<file path="src/rtl/spi_register_controller_if.sv">
// Bundle of SPI-transceiver and register-bus signals around the SPI register controller.
// master: controller view; slave: transceiver/peripheral (or bench) view.
interface spi_register_controller_if #(
   parameter int unsigned AddrWidth = 3
) ();

   logic [7:0]           command;
   logic                 command_ready;
   logic [31:0]          word_received;
   logic                 word_rx_complete;
   logic                 cs;
   logic [31:0]          word_to_output;
   logic [AddrWidth-1:0] bus_addr;
   logic [31:0]          bus_wdata;
   logic                 bus_we;
   logic                 bus_req;
   logic                 bus_ack;
   logic [31:0]          bus_rdata;

   modport master (
      input  command,
      input  command_ready,
      input  word_received,
      input  word_rx_complete,
      input  cs,
      input  bus_ack,
      input  bus_rdata,
      output word_to_output,
      output bus_addr,
      output bus_wdata,
      output bus_we,
      output bus_req
   );

   modport slave (
      output command,
      output command_ready,
      output word_received,
      output word_rx_complete,
      output cs,
      output bus_ack,
      output bus_rdata,
      input  word_to_output,
      input  bus_addr,
      input  bus_wdata,
      input  bus_we,
      input  bus_req
   );

endinterface

</file>
<file path="src/rtl/spi_register_controller.sv">
// Command sequencer: decodes SPI command bytes into req/ack register-bus transactions.
// Define SPI_CTRL_AUTOINC_EN for burst mode (address auto-increments per word while cs is low).
module spi_register_controller #(
   parameter int unsigned NumRegs   = 8,
   parameter int unsigned AddrWidth = 3,
   parameter int unsigned Timeout   = 255
) (
   input  logic                     clk_i,
   input  logic                     reset_ni,
   spi_register_controller_if.master ctrl_if,
   output logic                     busy_o,
   output logic [7:0]               error_count_o
);

   localparam int unsigned TmoWidth = $clog2(Timeout + 1);
   localparam logic [TmoWidth-1:0] TmoLast = TmoWidth'(Timeout - 1);
`ifdef SPI_CTRL_AUTOINC_EN
   localparam logic [AddrWidth-1:0] LastAddr = AddrWidth'(NumRegs - 1);
`endif

   typedef enum logic [2:0] {
      StIdle,
      StDecode,
      StReadReq,
      StWaitWord,
      StWriteReq,
      StHold,
      StError
   } state_e;

   state_e               state_q, state_d;
   logic                 write_q, write_d;
   logic                 inv_q, inv_d;
   logic                 rsvd_q, rsvd_d;
   logic [AddrWidth-1:0] addr_q, addr_d;
   logic [31:0]          wdata_q, wdata_d;
   logic [31:0]          word_q, word_d;
   logic [TmoWidth-1:0]  tmo_q, tmo_d;
   logic [7:0]           err_q, err_d;
   logic                 err_inc;
   logic                 cmd_bad;
   logic                 tmo_hit;
   logic                 bus_req, bus_we, busy;

   assign cmd_bad = rsvd_q | (32'(addr_q) >= NumRegs) | (write_q & inv_q);
   assign tmo_hit = (tmo_q == TmoLast);

   always_ff @(posedge clk_i or negedge reset_ni) begin
      if (!reset_ni) begin
         state_q <= StIdle;
         write_q <= 1'b0;
         inv_q   <= 1'b0;
         rsvd_q  <= 1'b0;
         addr_q  <= '0;
         wdata_q <= '0;
         word_q  <= '0;
         tmo_q   <= '0;
         err_q   <= '0;
      end else begin
         state_q <= state_d;
         write_q <= write_d;
         inv_q   <= inv_d;
         rsvd_q  <= rsvd_d;
         addr_q  <= addr_d;
         wdata_q <= wdata_d;
         word_q  <= word_d;
         tmo_q   <= tmo_d;
         err_q   <= err_d;
      end
   end

   always_comb begin
      state_d = state_q;
      write_d = write_q;
      inv_d   = inv_q;
      rsvd_d  = rsvd_q;
      addr_d  = addr_q;
      wdata_d = wdata_q;
      word_d  = word_q;
      tmo_d   = '0;
      err_inc = 1'b0;
      unique case (state_q)
         StIdle: begin
            if (ctrl_if.command_ready) begin
               write_d = ctrl_if.command[7];
               inv_d   = ctrl_if.command[6];
               rsvd_d  = |ctrl_if.command[5:AddrWidth];
               addr_d  = ctrl_if.command[AddrWidth-1:0];
               state_d = StDecode;
            end
         end
         StDecode: begin
            if (ctrl_if.cs) begin
               state_d = StIdle;
            end else if (cmd_bad) begin
               state_d = StError;
            end else if (write_q) begin
               state_d = StWaitWord;
            end else begin
               state_d = StReadReq;
            end
         end
         StReadReq: begin
            tmo_d = tmo_q + 1'b1;
            // A completing ack takes priority over a simultaneous timeout.
            if (ctrl_if.bus_ack) begin
               word_d  = inv_q ? ~ctrl_if.bus_rdata : ctrl_if.bus_rdata;
               state_d = StHold;
            end else if (tmo_hit) begin
               word_d  = '1;
               err_inc = 1'b1;
               state_d = StHold;
            end
         end
         StWaitWord: begin
            if (ctrl_if.cs) begin
               state_d = StIdle;
            end else if (ctrl_if.word_rx_complete) begin
               wdata_d = ctrl_if.word_received;
               state_d = StWriteReq;
            end
         end
         StWriteReq: begin
            tmo_d = tmo_q + 1'b1;
            if (ctrl_if.bus_ack) begin
               state_d = StHold;
            end else if (tmo_hit) begin
               word_d  = '1;
               err_inc = 1'b1;
               state_d = StHold;
            end
         end
         StHold: begin
            if (ctrl_if.command_ready) begin
               err_inc = 1'b1;
            end
            if (ctrl_if.cs) begin
               state_d = StIdle;
`ifdef SPI_CTRL_AUTOINC_EN
            end else if (ctrl_if.word_rx_complete) begin
               addr_d = (addr_q == LastAddr) ? '0 : addr_q + 1'b1;
               if (write_q) begin
                  wdata_d = ctrl_if.word_received;
                  state_d = StWriteReq;
               end else begin
                  state_d = StReadReq;
               end
`endif
            end
         end
         StError: begin
            word_d  = 32'hDEAD_C0DE;
            err_inc = 1'b1;
            state_d = StHold;
         end
         default: state_d = StIdle;
      endcase
      err_d = (err_inc && (err_q != 8'hFF)) ? err_q + 8'd1 : err_q;
   end

   always_comb begin
      bus_req = (state_q == StReadReq) || (state_q == StWriteReq);
      bus_we  = (state_q == StWriteReq);
      busy    = (state_q != StIdle);
   end

   assign ctrl_if.bus_req        = bus_req;
   assign ctrl_if.bus_we         = bus_we;
   assign ctrl_if.bus_addr       = addr_q;
   assign ctrl_if.bus_wdata      = wdata_q;
   assign ctrl_if.word_to_output = word_q;
   assign busy_o                 = busy;
   assign error_count_o          = err_q;

endmodule

</file>
<file path="src/flat_wrapper.sv">
// flat-port wrapper written by rule: the top's interface ports become plain ports
module spi_register_controller_flat 
#(
   parameter int unsigned NumRegs   = 8,
   parameter int unsigned AddrWidth = 3,
   parameter int unsigned Timeout   = 255
)
  (clk_i, reset_ni, busy_o, error_count_o, ctrl_if_command, ctrl_if_command_ready, ctrl_if_word_received, ctrl_if_word_rx_complete, ctrl_if_cs, ctrl_if_bus_ack, ctrl_if_bus_rdata, ctrl_if_word_to_output, ctrl_if_bus_addr, ctrl_if_bus_wdata, ctrl_if_bus_we, ctrl_if_bus_req);
  spi_register_controller_if #(.AddrWidth(AddrWidth)) ctrl_if_i ();
  input  logic clk_i;
  input  logic reset_ni;
  output logic busy_o;
  output logic [7:0] error_count_o;
  input wire logic [$bits(ctrl_if_i.command)-1:0] ctrl_if_command;
  input wire logic [$bits(ctrl_if_i.command_ready)-1:0] ctrl_if_command_ready;
  input wire logic [$bits(ctrl_if_i.word_received)-1:0] ctrl_if_word_received;
  input wire logic [$bits(ctrl_if_i.word_rx_complete)-1:0] ctrl_if_word_rx_complete;
  input wire logic [$bits(ctrl_if_i.cs)-1:0] ctrl_if_cs;
  input wire logic [$bits(ctrl_if_i.bus_ack)-1:0] ctrl_if_bus_ack;
  input wire logic [$bits(ctrl_if_i.bus_rdata)-1:0] ctrl_if_bus_rdata;
  output wire logic [$bits(ctrl_if_i.word_to_output)-1:0] ctrl_if_word_to_output;
  output wire logic [$bits(ctrl_if_i.bus_addr)-1:0] ctrl_if_bus_addr;
  output wire logic [$bits(ctrl_if_i.bus_wdata)-1:0] ctrl_if_bus_wdata;
  output wire logic [$bits(ctrl_if_i.bus_we)-1:0] ctrl_if_bus_we;
  output wire logic [$bits(ctrl_if_i.bus_req)-1:0] ctrl_if_bus_req;
  assign ctrl_if_i.command = ctrl_if_command;
  assign ctrl_if_i.command_ready = ctrl_if_command_ready;
  assign ctrl_if_i.word_received = ctrl_if_word_received;
  assign ctrl_if_i.word_rx_complete = ctrl_if_word_rx_complete;
  assign ctrl_if_i.cs = ctrl_if_cs;
  assign ctrl_if_i.bus_ack = ctrl_if_bus_ack;
  assign ctrl_if_i.bus_rdata = ctrl_if_bus_rdata;
  assign ctrl_if_word_to_output = ctrl_if_i.word_to_output;
  assign ctrl_if_bus_addr = ctrl_if_i.bus_addr;
  assign ctrl_if_bus_wdata = ctrl_if_i.bus_wdata;
  assign ctrl_if_bus_we = ctrl_if_i.bus_we;
  assign ctrl_if_bus_req = ctrl_if_i.bus_req;
  spi_register_controller #(.NumRegs(NumRegs), .AddrWidth(AddrWidth), .Timeout(Timeout)) u_core (.clk_i(clk_i), .reset_ni(reset_ni), .ctrl_if(ctrl_if_i), .busy_o(busy_o), .error_count_o(error_count_o));
endmodule
</file>
<file path="config.mk">
export PLATFORM = sky130hd
export DESIGN_NAME = spi_register_controller_flat
export DESIGN_NICKNAME = d
export VERILOG_FILES = /design/src/rtl/spi_register_controller_if.sv /design/src/rtl/spi_register_controller.sv /design/src/flat_wrapper.sv
export SDC_FILE = /design/constraint.sdc
export NUM_CORES = 1
export LEC_CHECK = 0
export BUFFER_PORTS_ARGS = -buffer_cell sky130_fd_sc_hd__buf_2
export CAP_MARGIN = 10
export CORE_ASPECT_RATIO = 2
export CORE_MARGIN = 5
export CORE_UTILIZATION = 49
export CTS_CLUSTER_DIAMETER = 30
export DETAILED_ROUTE_END_ITERATION = 8
export GPL_TIMING_DRIVEN = 0
export PLACE_DENSITY = 0.83
export REMOVE_ABC_BUFFERS = 1
export SYNTH_ARGS = -nofsm -noshare
export SYNTH_HDL_FRONTEND = slang
export SYNTH_SLANG_ARGS = --single-unit
</file>
<file path="constraint.sdc">
create_clock -name clk_i -period 2.65 [get_ports clk_i]
set_input_delay 0.1325 -clock clk_i [delete_from_list [all_inputs] [get_ports clk_i]]
set_output_delay 0.1325 -clock clk_i [all_outputs]
set_load 0.02 [all_outputs]
</file>
---- Word level (Yosys, flattened, before mapping) ----
Index checks and enable logic that the tools add are counted.
cells by class
  add/subtract/negate cells ............... 2
  eq/ne operators ......................... 13
  multiplexer cells ....................... 20
  bitwise operators ....................... 4
  reductions and logical operators ........ 11
operator list
  kind                                                                     count
  32-bit two-way mux                                                       4
  32-bit case mux with 3 select lines                                      1
  32-bit inverter                                                          1
  3-bit two-way mux                                                        8
  3-bit case mux with 6 select lines                                       1
  8-bit by 1-bit adder with 8-bit output, second input constant            2
  3-bit == test, second input constant                                     3
  8-bit == test, second input constant                                     1
  8-bit two-way mux                                                        1
  8-bit inequality test, second input constant                             1
  3-bit by 2-bit == test with 1-bit output, second input constant          2
  2-bit inequality test, second input constant                             3
  3-bit nonzero test                                                       2
  1-bit two-way mux                                                        4
  2-bit AND reduction                                                      2
  4-bit AND reduction                                                      1
  3-bit by 1-bit == test with 1-bit output, second input constant          1
  3-bit logical NOT                                                        1
  3-bit by 1-bit inequality test with 1-bit output, second input constant  1
  3-bit inequality test, second input constant                             1
  1-bit case mux with 3 select lines                                       1
  3-bit AND reduction                                                      1
  3-bit OR reduction                                                       1
  2-bit OR reduction                                                       1
  5 further kinds                                                          5
word-level totals
  register bits ........................... 89
  output and inout port bits .............. 78

---- Longest topological paths before layout ----
Gate-level depths: netlist of the first run.
  depth after elaboration ................. 5
  mapped depth ............................ 8

---- Worst setup path after synthesis of the first run ----
No wires, ideal clock.
  path type ............................... reg2reg
  start point ............................. reg u_core.tmo_q[0]
  end point ............................... reg u_core.err_q[1] (netlist: u_core.error_count_o[1])
  arrival ................................. 1.789 ns
  path slack .............................. 0.736 ns
  stages on the path, launching flop included .. 9
  cells stage by stage .................... dfrtp_1 -> inv_1 -> ha_1 -> and3_1 -> and2_4 -> buf_6 -> a32oi_4 -> nor2b_2 -> mux2_4
on the way
  word-level cells in the longest chain between the ends .. 5
ends and longest elaborated chain
  element                             line                                                            source
  start, declared                     spi_register_controller.sv:38                                   logic [TmoWidth-1:0] tmo_q, tmo_d;
  start signal, assigned              spi_register_controller.sv:67                                   tmo_q <= tmo_d;
  8-bit == test                       spi_register_controller.sv:46                                   assign tmo_hit = (tmo_q == TmoLast);
  1-bit two-way mux                   spi_register_controller.sv:109, spi_register_controller.sv:127
  1-bit two-way mux                   spi_register_controller.sv:106                                  if (ctrl_if.bus_ack) begin
  1-bit case mux with 3 select lines  spi_register_controller.sv:82                                   unique case (state_q)
  1-bit logical AND                   spi_register_controller.sv:158                                  err_d = (err_inc && (err_q != 8'hFF)) ? err_q + 8'd1 : err_q;
  end signal, assigned                spi_register_controller.sv:68                                   err_q <= err_d;
  end, declared                       spi_register_controller.sv:39                                   logic [7:0] err_q, err_d;
Every way passes these cells.
A chain may end at the register's enable or synchronous reset.

---- Final worst setup path of the first run ----
  start point ............................. reg u_core.state_q[2]
  end point ............................... out ctrl_if_bus_we
on the way
  word-level cells in the longest chain between the ends .. 1
ends and longest elaborated chain
  element                 line                            source
  start, declared         spi_register_controller.sv:31   state_e state_q, state_d;
  start signal, assigned  spi_register_controller.sv:50   state_q <= StIdle;
  start signal, assigned  spi_register_controller.sv:60   state_q <= state_d;
  3-bit == test           spi_register_controller.sv:163  bus_we = (state_q == StWriteReq);
  end, declared           flat_wrapper.sv:24              output wire logic [$bits(ctrl_if_i.bus_we)-1:0] ctrl_if_bus_we;
Every way passes these cells.

==> reports/metrics.cfg, run 1 <==
[run_status]
status=completed

[clocking]
cts_buffers=9
clk_pin_slew_ns=0.06
clkSinkCount=89
htree_levels=3
cts_tree=yes
postCtsSetupBuffers=0
clk_path_buf_depth=2
clockRootBuffer=clkbuf_16
clock_latency_ns=0.33

[timing]
skew_ns=0.007948
setup_viol=0
final.period_utilization_pct=89.58
setup_slack_ns=0.2762
fmax_ghz=0.4213
maxSlewViolCount=0
maxSlewHeadroom_pct=27.73
final_hold_viol_count=0
tns_ns=0
worst-slew-pin-transition_ns=1.082
rsz0062_at_grt=false
fin_crit_ns=2.374

[global_route]
overflow=0
grt_pass1_wl_mm=16.41
antenna_found_initial=0
grt_pass1_vias=3371
track_usage_pct=20.21
grt_max_degree=75

[power_and_ir_drop]
p_int_w=0.003848
swShare_pct=39.50
p_sw_w=0.002512
seqPwrFrac_pct=37.1
clkPwrFrac_pct=21.3
p_leak_nw=2.575
p_comb_share_pct=41.7
ir_drop_mv=0.8173
power_density_nw_per_um2=1203

[worst_setup_path]
r2r_slack_ns=0.36
worstSetupPathType=register to output pin
cp-end-kind=output pin
path_max_fanout=15
reg2reg_depth=5
start_kind=register
crit_arrival_ns=2.24
rr_startpoint=u_core.state_q[0]$_DFFE_PN0P_
rr_endpoint=u_core.error_count_o[1]$_DFFE_PN0P_
worstPathRequired_ns=2.52

[synth]
yosysSeqAreaShare_pct=54.25
synth_top_area_share_pct=54.25
synthArstFlopShare_pct=100.0
synth_area_um2=4105
syn_avg_cell_area_um2=11.63
ys_ff_latch=89
ys_types=46
synth_edf_count=0
yosysTopAreaCell=dfrtp_1
synth_cells=353
synth_flop_cell=dfrtp_1
synthTopCellsByArea=dfrtp_1 (54%), mux2_2 (9.9%), xnor2_1 (7.0%)
ys.warnings.count=0

[placed_design]
dpl_cell_area_um2=4947
dp_hpwl_mm=7.480
port_buffers=155
dp_slack_ns=0.2522
place_congestion=0.7710

[floorplanning]
dieArea_um2=10420
die_y_um=139.4
design.core.area_um2=8233
rows=47
io_pins=156
die_w_um=74.72
start_util_pct=49.86

[min_path]
min_path_type=primary input to register
min_to=u_core.ctrl_if.bus_addr[0]$_DFFE_PN0P_
holdCritStartpoint=ctrl_if_command[0]
whs_path_depth=2

[finish]
mostFrequentLayoutCell=buf_2
stdcell_area_um2=5286
fillers=667
mostFrequentLayoutCells=buf_2 (154), dfrtp_1 (88), nor2_1 (39), mux2_2 (36), a21oi_1 (35)
drive_gt1_share_pct=44.18
final_core_util_pct=64.21
nNetsFinal=583
num_antenna_cells=0
areaGrowthSynthToFinish_pct=28.77

[routing]
vias=3236
post_drt_wl_per_cell_um=16.39
top_layer=met4
wl_met2_mm=5.627
drcViolationCount=0
viasPerCell=5.349
detail_route.first_pass.iterations=6
drtAntennaViolNets=0
drt_iter0_drc=190
wl_met1_mm=3.431
wl_met3_um=532
wl_mm=9.913

[run]
cap_violations=0

## stage by stage
stage               total power [W]  instances  hold slack (ns)
floorplan                  0.004112        333          -0.1631
global placement           0.004904        586           0.3615
detailed placement         0.005047        588          0.01971
CTS                        0.006420        605          0.01152
global route               0.006778        605          0.01252
finish                     0.006361        605          0.02542
## cell usage after synthesis (2+ instances only)
master	number
o22ai_1	6
xnor2_1	33
nor2b_1	7
and3_1	3
ha_1	3
mux2i_1	2
buf_2	10
inv_1	5
nand3_1	7
nor3b_1	2
nor3_1	2
a21oi_1	35
nand2b_1	2
buf_4	2
nand4_1	3
clkbuf_1	6
mux2_4	3
a211oi_1	6
dfrtp_1	89
nand2_1	9
xor2_1	10
nor2_1	39
o22a_1	7
o21ai_0	3
nor2_2	3
mux2_2	36
## final cells by class
type	count	area [um^2]	area share, %
clock inverters	5	80.08	1.515
inverters	5	18.77	0.3550
well taps	98	122.6	2.320
repair buffers	158	830.8	15.72
clock buffers	11	242.7	4.592
flip-flops and latches	89	2228	42.15
multi-input cells	239	1763	33.35
## worst max-delay path: stages (launching register included)
cell and delay [ns]:
dfrtp_1 0.59, nor2b_1 0.91, nor2b_1 0.23, buf_2 0.18
## power groups by stage
stage | Clock (W) | Sequential [W] | Combinational, W
3_3_place_gp | 0 | 0.00233 | 0.00257
5_1_grt | 0.00145 | 0.00244 | 0.00289
4_1_cts | 0.00138 | 0.00236 | 0.00268
2_1_floorplan | 0 | 0.00286 | 0.00125
3_5_place_dp | 0 | 0.00238 | 0.00267
6_report | 0.00135 | 0.00236 | 0.00265
## flip-flops by register name, summed over array words and instances, names as in the netlist
register	cells
u_core.ctrl_if.bus_addr	3
u_core.ctrl_if.bus_wdata	32
u_core.ctrl_if.word_to_output	32
u_core.error_count_o	8
u_core.inv_q	1
u_core.rsvd_q	1
u_core.state_q	3
u_core.tmo_q	8
u_core.write_q	1
## layer usage
layer,GRT usage [%],vias to the layer above
met4,9.099,0
met1,22.48,1582
met5,0,-
met3,4.404,27
li1,-,1515
met2,35.41,112
## worst max path at each step
stage | from | end | slack (ns) | cells after the start
CTS | u_core.state_q[0]$_DFFE_PN0P_ | u_core.ctrl_if.word_to_output[28]$_DFFE_PN0P_ | 0.21 | 3
floorplan | u_core.state_q[0]$_DFFE_PN0P_ | u_core.ctrl_if.bus_wdata[0]$_DFFE_PN0P_ | 0.49 | 3
global placement | u_core.state_q[0]$_DFFE_PN0P_ | u_core.ctrl_if.bus_wdata[18]$_DFFE_PN0P_ | 0.09 | 3
global route | u_core.state_q[2]$_DFFE_PN0P_ | ctrl_if_bus_we | 0.1 | 3
detailed placement | u_core.state_q[0]$_DFFE_PN0P_ | u_core.ctrl_if.word_to_output[2]$_DFFE_PN0P_ | 0.25 | 3
finish | u_core.state_q[2]$_DFFE_PN0P_ | ctrl_if_bus_we | 0.28 | 3
## timing repair
| item | in CTS | in global routing |
|---|---|---|
| hold buffers | 1 | 0 |
| gates resized for setup | 0 | 1 |
| hold endpoints to repair | 15 | 0 |
| setup endpoints to repair | 0 | 6 |
## cell families after synthesis
kind of cell    share of synthesized area [%]
flops                                   54.25
compound gates                          10.91
simple gates                            10.33
fa+ha+maj                              0.9145
xor+xnor                                9.174
mux                                     11.46
buf+inv                                 2.956
Note: power is estimated with default switching activity, not from simulation.
==> run 2, diff against run 1 <==
ABC_AREA = 1   (was default)
CORE_UTILIZATION = 51   (was 49)
==> run 2 against run 1 <==
Against the previous run: sequential power is essentially flat; non-clock buffer count grew 1; clock-buffer cell count is the same; first-iteration DRC count grew 32%; via count grew 43%; combinational power grew 24%; critical path depth grew 3; largest power group unchanged; highest routed layer unchanged.
==> reports/metrics.cfg, run 2 <==
[run_status]
status=completed

[global_route]
grt_pass1_vias=4767  ; +41%
antenna_found_initial=0  ; unchanged
grt_max_degree=67  ; -11%
grt_pass1_wl_mm=21.19  ; +29%
overflow=0  ; unchanged
track_usage_pct=22.16  ; +2.0 points

[timing]
rsz0062_at_grt=false
worst-slew-pin-transition_ns=1.048  ; -0.03407 ns
final.period_utilization_pct=83.57  ; -6.0 points
skew_ns=0.01029  ; +0.002339 ns
final_hold_viol_count=0  ; unchanged
maxSlewHeadroom_pct=30.08  ; +2.3 points
setup_viol=0  ; unchanged
maxSlewViolCount=0  ; unchanged
fin_crit_ns=2.215  ; -0.1591 ns
fmax_ghz=0.4515  ; +7.2%

[synth]
synth_area_um2=4846  ; +18%
synth_flop_cell=dfrtp_1
ys.warnings.count=0  ; unchanged
ys_ff_latch=89  ; unchanged
yosysMostFrequentCell=nand2_1
synthArstFlopShare_pct=100.0  ; unchanged
syn_avg_cell_area_um2=7.320  ; -37%
synth_edf_count=0  ; unchanged
synth_top_area_share_pct=45.96  ; -8.3 points
synth_cells=662  ; +88%
ys_types=30  ; -35%
synth_common_cells=nand2_1 (262), dfrtp_1 (89), inv_1 (67), nand3_1 (66), nor2_1 (37)
yosysSeqAreaShare_pct=45.96  ; -8.3 points
synthTopCellsByArea=dfrtp_1 (46%), nand2_1 (20%), nand3_1 (6.8%)
yosysTopAreaCell=dfrtp_1

[routing]
wl_mm=12.21  ; +23%
drtAntennaViolNets=0  ; unchanged
drcViolationCount=0  ; unchanged
drt_iter0_drc=250  ; +32%
detail_route.first_pass.iterations=4  ; -2
viasPerCell=5.058  ; -5.4%
post_drt_wl_per_cell_um=13.34  ; -19%
vias=4628  ; +43%

[floorplanning]
io_pins=156  ; unchanged
die_w_um=78.93  ; +5.6%
die_y_um=147.9  ; +6.0%
rows=50  ; +6.4%
start_util_pct=51.99  ; +2.1 points
dieArea_um2=11670  ; +12%
design.core.area_um2=9321  ; +13%

[clocking]
clk_path_buf_depth=2  ; unchanged
htree_levels=3  ; unchanged
cts_tree=yes
cts_buffers=9  ; unchanged
postCtsSetupBuffers=0  ; unchanged
clk_pin_slew_ns=0.06  ; about the same
clkSinkCount=89  ; unchanged
clock_latency_ns=0.33  ; about the same
clockRootBuffer=clkbuf_16

[finish]
drive_gt1_share_pct=23.92  ; -20 points
num_antenna_cells=0  ; unchanged
multi_input_area_um2=2215  ; +26%
fillers=835  ; +25%
fin_cells=915  ; +51%
seqCellArea_um2=2227  ; about the same
nNetsFinal=887  ; +52%
mostFrequentLayoutCell=nand2_1
mostFrequentLayoutCells=nand2_1 (261), buf_2 (154), dfrtp_1 (89), inv_1 (67), nand3_1 (66)
areaGrowthSynthToFinish_pct=23.19

[worst_setup_path]
worstSetupPathType=register to register
crit_arrival_ns=2.43  ; +0.19 ns
path_max_fanout=33  ; +18
cp-end-kind=register
start_kind=register
worstPathRequired_ns=2.87  ; +0.35 ns

[min_path]
min_path_type=primary input to register

[placed_design]
port_buffers=155  ; unchanged
dp_hpwl_mm=9.103  ; +22%
numPlacedInstances=897  ; +53%
place_congestion=0.7952  ; +3.1%

[run]
cap_violations=0  ; unchanged

[power_and_ir_drop]
finalPower_w=0.006776  ; +6.5%
power_density_nw_per_um2=1135  ; -5.7%
ir_drop_mv=0.6404  ; -22%
p_leak_nw=3.471  ; +35%

==> run 2: repair_timing <==
action / CTS / global route
hold buffers: 2 / 0
endpoints found under the hold margin: 24 / 0
endpoints found under the setup margin: 32 / 0
gates resized for setup: 2 / 0
==> run 2: critical path, cell delays in order (launching register included) <==
cell     delay, ns
dfrtp_1       0.43
inv_2         0.13
nand3_1       0.15
nor2_4        0.58
nand2_2       0.55
nand2_1       0.19
nand2_1       0.06
==> run 2: path summary, 6_finish.rpt <==
path                                                                from                                       endpoint  cells past startpoint  slack [ns]
worst max-delay path                       u_core.state_q[2]$_DFFE_PN0P_       u_core.ctrl_if.bus_wdata[29]$_DFFE_PN0P_                      6        0.44
worst min-delay path                                  ctrl_if_command[0]         u_core.ctrl_if.bus_addr[0]$_DFFE_PN0P_                      3        0.01
worst max register to register             u_core.state_q[2]$_DFFE_PN0P_       u_core.ctrl_if.bus_wdata[29]$_DFFE_PN0P_                      6        0.44
worst min register to register  u_core.ctrl_if.bus_wdata[23]$_DFFE_PN0P_       u_core.ctrl_if.bus_wdata[23]$_DFFE_PN0P_                      2        0.47
max in group asynchronous                                       reset_ni            u_core.error_count_o[4]$_DFFE_PN0P_                      3        1.77
min in group asynchronous                                       reset_ni  u_core.ctrl_if.word_to_output[19]$_DFFE_PN0P_                      2        0.27
==> run 2: layout make-up <==
type	count	share of cell area, %
clock buffers	11	4.066
clock inverters	5	0.5240
inverters	72	4.527
multi-input cells	475	37.10
flip-flops and latches	89	37.31
well taps	104	2.180
repair buffers	159	14.29
==> run 2: power by group <==
group          internal [W]  switching, W
combinational       0.00113       0.00214
clock              0.000658      0.000501
sequential          0.00190      0.000438
total               0.00369       0.00308
==> run 2: layer usage <==
metal  share of wire, %  global-route usage (%)  routed length (um)
met2                 54                   40.93                6582
met5                  0                       0                   0
met3                6.0                   5.000                 732
met4                1.4                   6.971                 176
met1                 39                   24.79                4717
==> run 2: cells by family (layout without fill, tap and decap cells) <==
group                    after synthesis  after routing  share of synthesized area, %
XOR/XNOR                              29             29                         5.242
adder cells (fa/ha/maj)                3              3                        0.7747
AND/OR/NAND/NOR                      385            385                         33.20
buffers and inverters                 98            247                         8.495
AO/OA/AOI/OAI                         58             58                         6.326
flip-flops                            89             89                         45.96
==> run 2: metrics by stage <==
| step | hold slack, ns | setup slack [ns] | utilization, % | instance area [um^2] | setup TNS [ns] |
|---|---|---|---|---|---|
| floorplan | -0.1631 | 0.3882 | - | 4705 | 0 |
| global placement | 0.3418 | -0.2130 | 60.19 | 5610 | -6.568 |
| detailed placement | 0.06089 | -0.3604 | 60.81 | 5668 | -10.54 |
| CTS | 0.001818 | 0.4374 | 64.04 | 5969 | 0 |
| global route | 0.006811 | 0.2274 | 64.04 | 5969 | 0 |
| finish | 0.01265 | 0.4353 | 64.04 | 5969 | 0 |
==> run 3, diff against run 2 <==
ABC_AREA = 0   (was 1)
CORE_UTILIZATION = 49   (was 51)
clock period = 2.3 ns   (was 2.65 ns; I/O delays follow)
==> run 3 against run 2 <==
Against the previous run: clock skew down 0.0026 ns; non-clock buffer count increased by 6; register-to-register slack got worse by 0.20 ns; via count down 29%; power up 8.5%; critical endpoint is now ctrl_if_bus_we.
==> reports/metrics.cfg, run 3 (synthesized netlist as in run 1, its figures left out) <==
[finish]
mostFrequentLayoutCell=buf_2
areaGrowthSynthToFinish_pct=30.60
num_antenna_cells=0  ; unchanged
nNetsFinal=590  ; -33%
mostFrequentLayoutCells=buf_2 (154), dfrtp_1 (88), nor2_1 (39), mux2_2 (36), a21oi_1 (35)
fin_cells=612  ; -33%
drive_gt1_share_pct=43.97  ; +20 points
stdcell_area_um2=5361  ; -10%
fillers=658  ; -21%

[timing]
skew_ns=0.007681  ; -0.002607 ns
fin_crit_ns=2.067
final.period_utilization_pct=89.86
maxSlewHeadroom_pct=38.07  ; +8.0 points
worst-slew-pin-transition_ns=0.9290  ; -0.1187 ns
final_hold_viol_count=0  ; unchanged
maxSlewViolCount=0  ; unchanged
setup_viol=0  ; unchanged
fmax_ghz=0.4838
rsz0062_at_grt=false

[routing]
wl_mm=10.04  ; -18%
viasPerCell=5.389  ; +6.5%
detail_route.first_pass.iterations=4  ; unchanged
post_drt_wl_per_cell_um=16.40  ; +23%
drcViolationCount=0  ; unchanged
drt_iter0_drc=197  ; -21%
vias=3298  ; -29%
drtAntennaViolNets=0  ; unchanged

[floorplanning]
dieArea_um2=10420  ; -11%
die_w_um=74.72  ; -5.3%
start_util_pct=49.86  ; -2.1 points
design.core.area_um2=8233  ; -12%
rows=47  ; -6.0%
io_pins=156  ; unchanged
die_y_um=139.4  ; -5.7%

[power_and_ir_drop]
seqPwrFrac_pct=37.1  ; +2.6 points
p_leak_nw=2.606  ; -25%
p_comb_share_pct=41.7  ; -6.7 points
p_sw_w=0.002907  ; -5.7%
ir_drop_mv=0.9416  ; +47%
clkPwrFrac_pct=21.2  ; +4.1 points
p_int_w=0.004446  ; +20%
power_density_nw_per_um2=1371  ; +21%
swShare_pct=39.54  ; -6.0 points

[min_path]
min_path_type=primary input to register

[global_route]
grt_pass1_vias=3432  ; -28%
overflow=0  ; unchanged
grt_pass1_wl_mm=16.59  ; -22%
antenna_found_initial=0  ; unchanged
grt_max_degree=75  ; +12%
track_usage_pct=20.47  ; -1.7 points

[placed_design]
dpl_cell_area_um2=4947  ; -13%
place_congestion=0.7710  ; -3.0%
dp_hpwl_mm=7.480  ; -18%
numPlacedInstances=588  ; -34%
port_buffers=155  ; unchanged

[worst_setup_path]
crit_arrival_ns=1.95  ; -0.48 ns
worstPathRequired_ns=2.18  ; -0.69 ns
start_kind=register
worstSetupPathType=register to output pin
cp-end-kind=output pin
path_max_fanout=15  ; -55%
r2r_slack_ns=0.24  ; -0.20 ns

[clocking]
clk_path_buf_depth=2  ; unchanged
postCtsSetupBuffers=0  ; unchanged
clockRootBuffer=clkbuf_16
clock_latency_ns=0.33  ; about the same
htree_levels=3  ; unchanged
clkSinkCount=89  ; unchanged
cts_buffers=9  ; unchanged
cts_tree=yes
clk_pin_slew_ns=0.06  ; about the same

[run_status]
status=completed

[run]
cap_violations=0  ; unchanged

## run 3: metal layers
metal / track usage (%) / vias to the layer above / share of wire, %
li1: - / 1531 / -
met1: 22.29 / 1616 / 34
met2: 36.47 / 124 / 57
met3: 4.260 / 27 / 5.4
met4: 9.193 / 0 / 3.4
met5: 0 / - / 0
## run 3: layout make-up
| class | count | area [um^2] | area share, % |
|---|---|---|---|
| flip-flops and latches | 89 | 2228 | 41.56 |
| multi-input cells | 239 | 1768 | 32.98 |
| repair buffers | 165 | 900.9 | 16.80 |
| clock buffers | 11 | 242.7 | 4.527 |
| well taps | 98 | 122.6 | 2.287 |
| clock inverters | 5 | 80.08 | 1.494 |
| inverters | 5 | 18.77 | 0.3501 |
## run 3: worst max-delay path, stage by stage (launching register included)
cell     delay [ns]
dfrtp_1        0.59
nor2b_2        0.63
nor2b_1        0.21
buf_2          0.18
## run 3: per-stage QoR
stage                     setup TNS, ns  hold slack, ns  util, %  power, W  worst slack, ns
after floorplan                       0         -0.1806        -  0.004737           0.1424
after global placement           -8.059          0.3440    59.53  0.005650          -0.2560
after detailed placement         -1.109        0.002211    60.09  0.005815         -0.09776
after CTS                     -0.009800      0.00002448    64.97  0.007415        -0.009800
after global routing                  0        0.001272    65.12  0.007831          0.07104
final                                 0         0.01008    65.12  0.007353           0.2332
## run 3: repair_timing
action | CTS | global route
hold buffers | 7 | 1
endpoints found under the hold margin | 29 | 1
setup endpoints to repair | 19 | 27
gates resized for setup | 2 | 1
## run 3: power by group through the flow
stage               sequential (W)  clock [W]  combinational, W
global route               0.00282    0.00167           0.00335
detailed placement         0.00274          0           0.00307
CTS                        0.00272    0.00159           0.00310
finish                     0.00273    0.00156           0.00307
global placement           0.00269          0           0.00296
floorplan                  0.00330          0           0.00144
## run 3: final timing paths
path / cells after the start / from / endpoint
max: 3 / u_core.state_q[2]$_DFFE_PN0P_ / ctrl_if_bus_we
min: 2 / ctrl_if_command[1] / u_core.ctrl_if.bus_addr[1]$_DFFE_PN0P_
max reg2reg: 5 / u_core.state_q[0]$_DFFE_PN0P_ / u_core.error_count_o[1]$_DFFE_PN0P_
min reg2reg: 1 / u_core.ctrl_if.bus_wdata[29]$_DFFE_PN0P_ / u_core.ctrl_if.bus_wdata[29]$_DFFE_PN0P_
max in group asynchronous: 3 / reset_ni / u_core.inv_q$_DFFE_PN0P_
min in group asynchronous: 2 / reset_ni / u_core.ctrl_if.word_to_output[30]$_DFFE_PN0P_
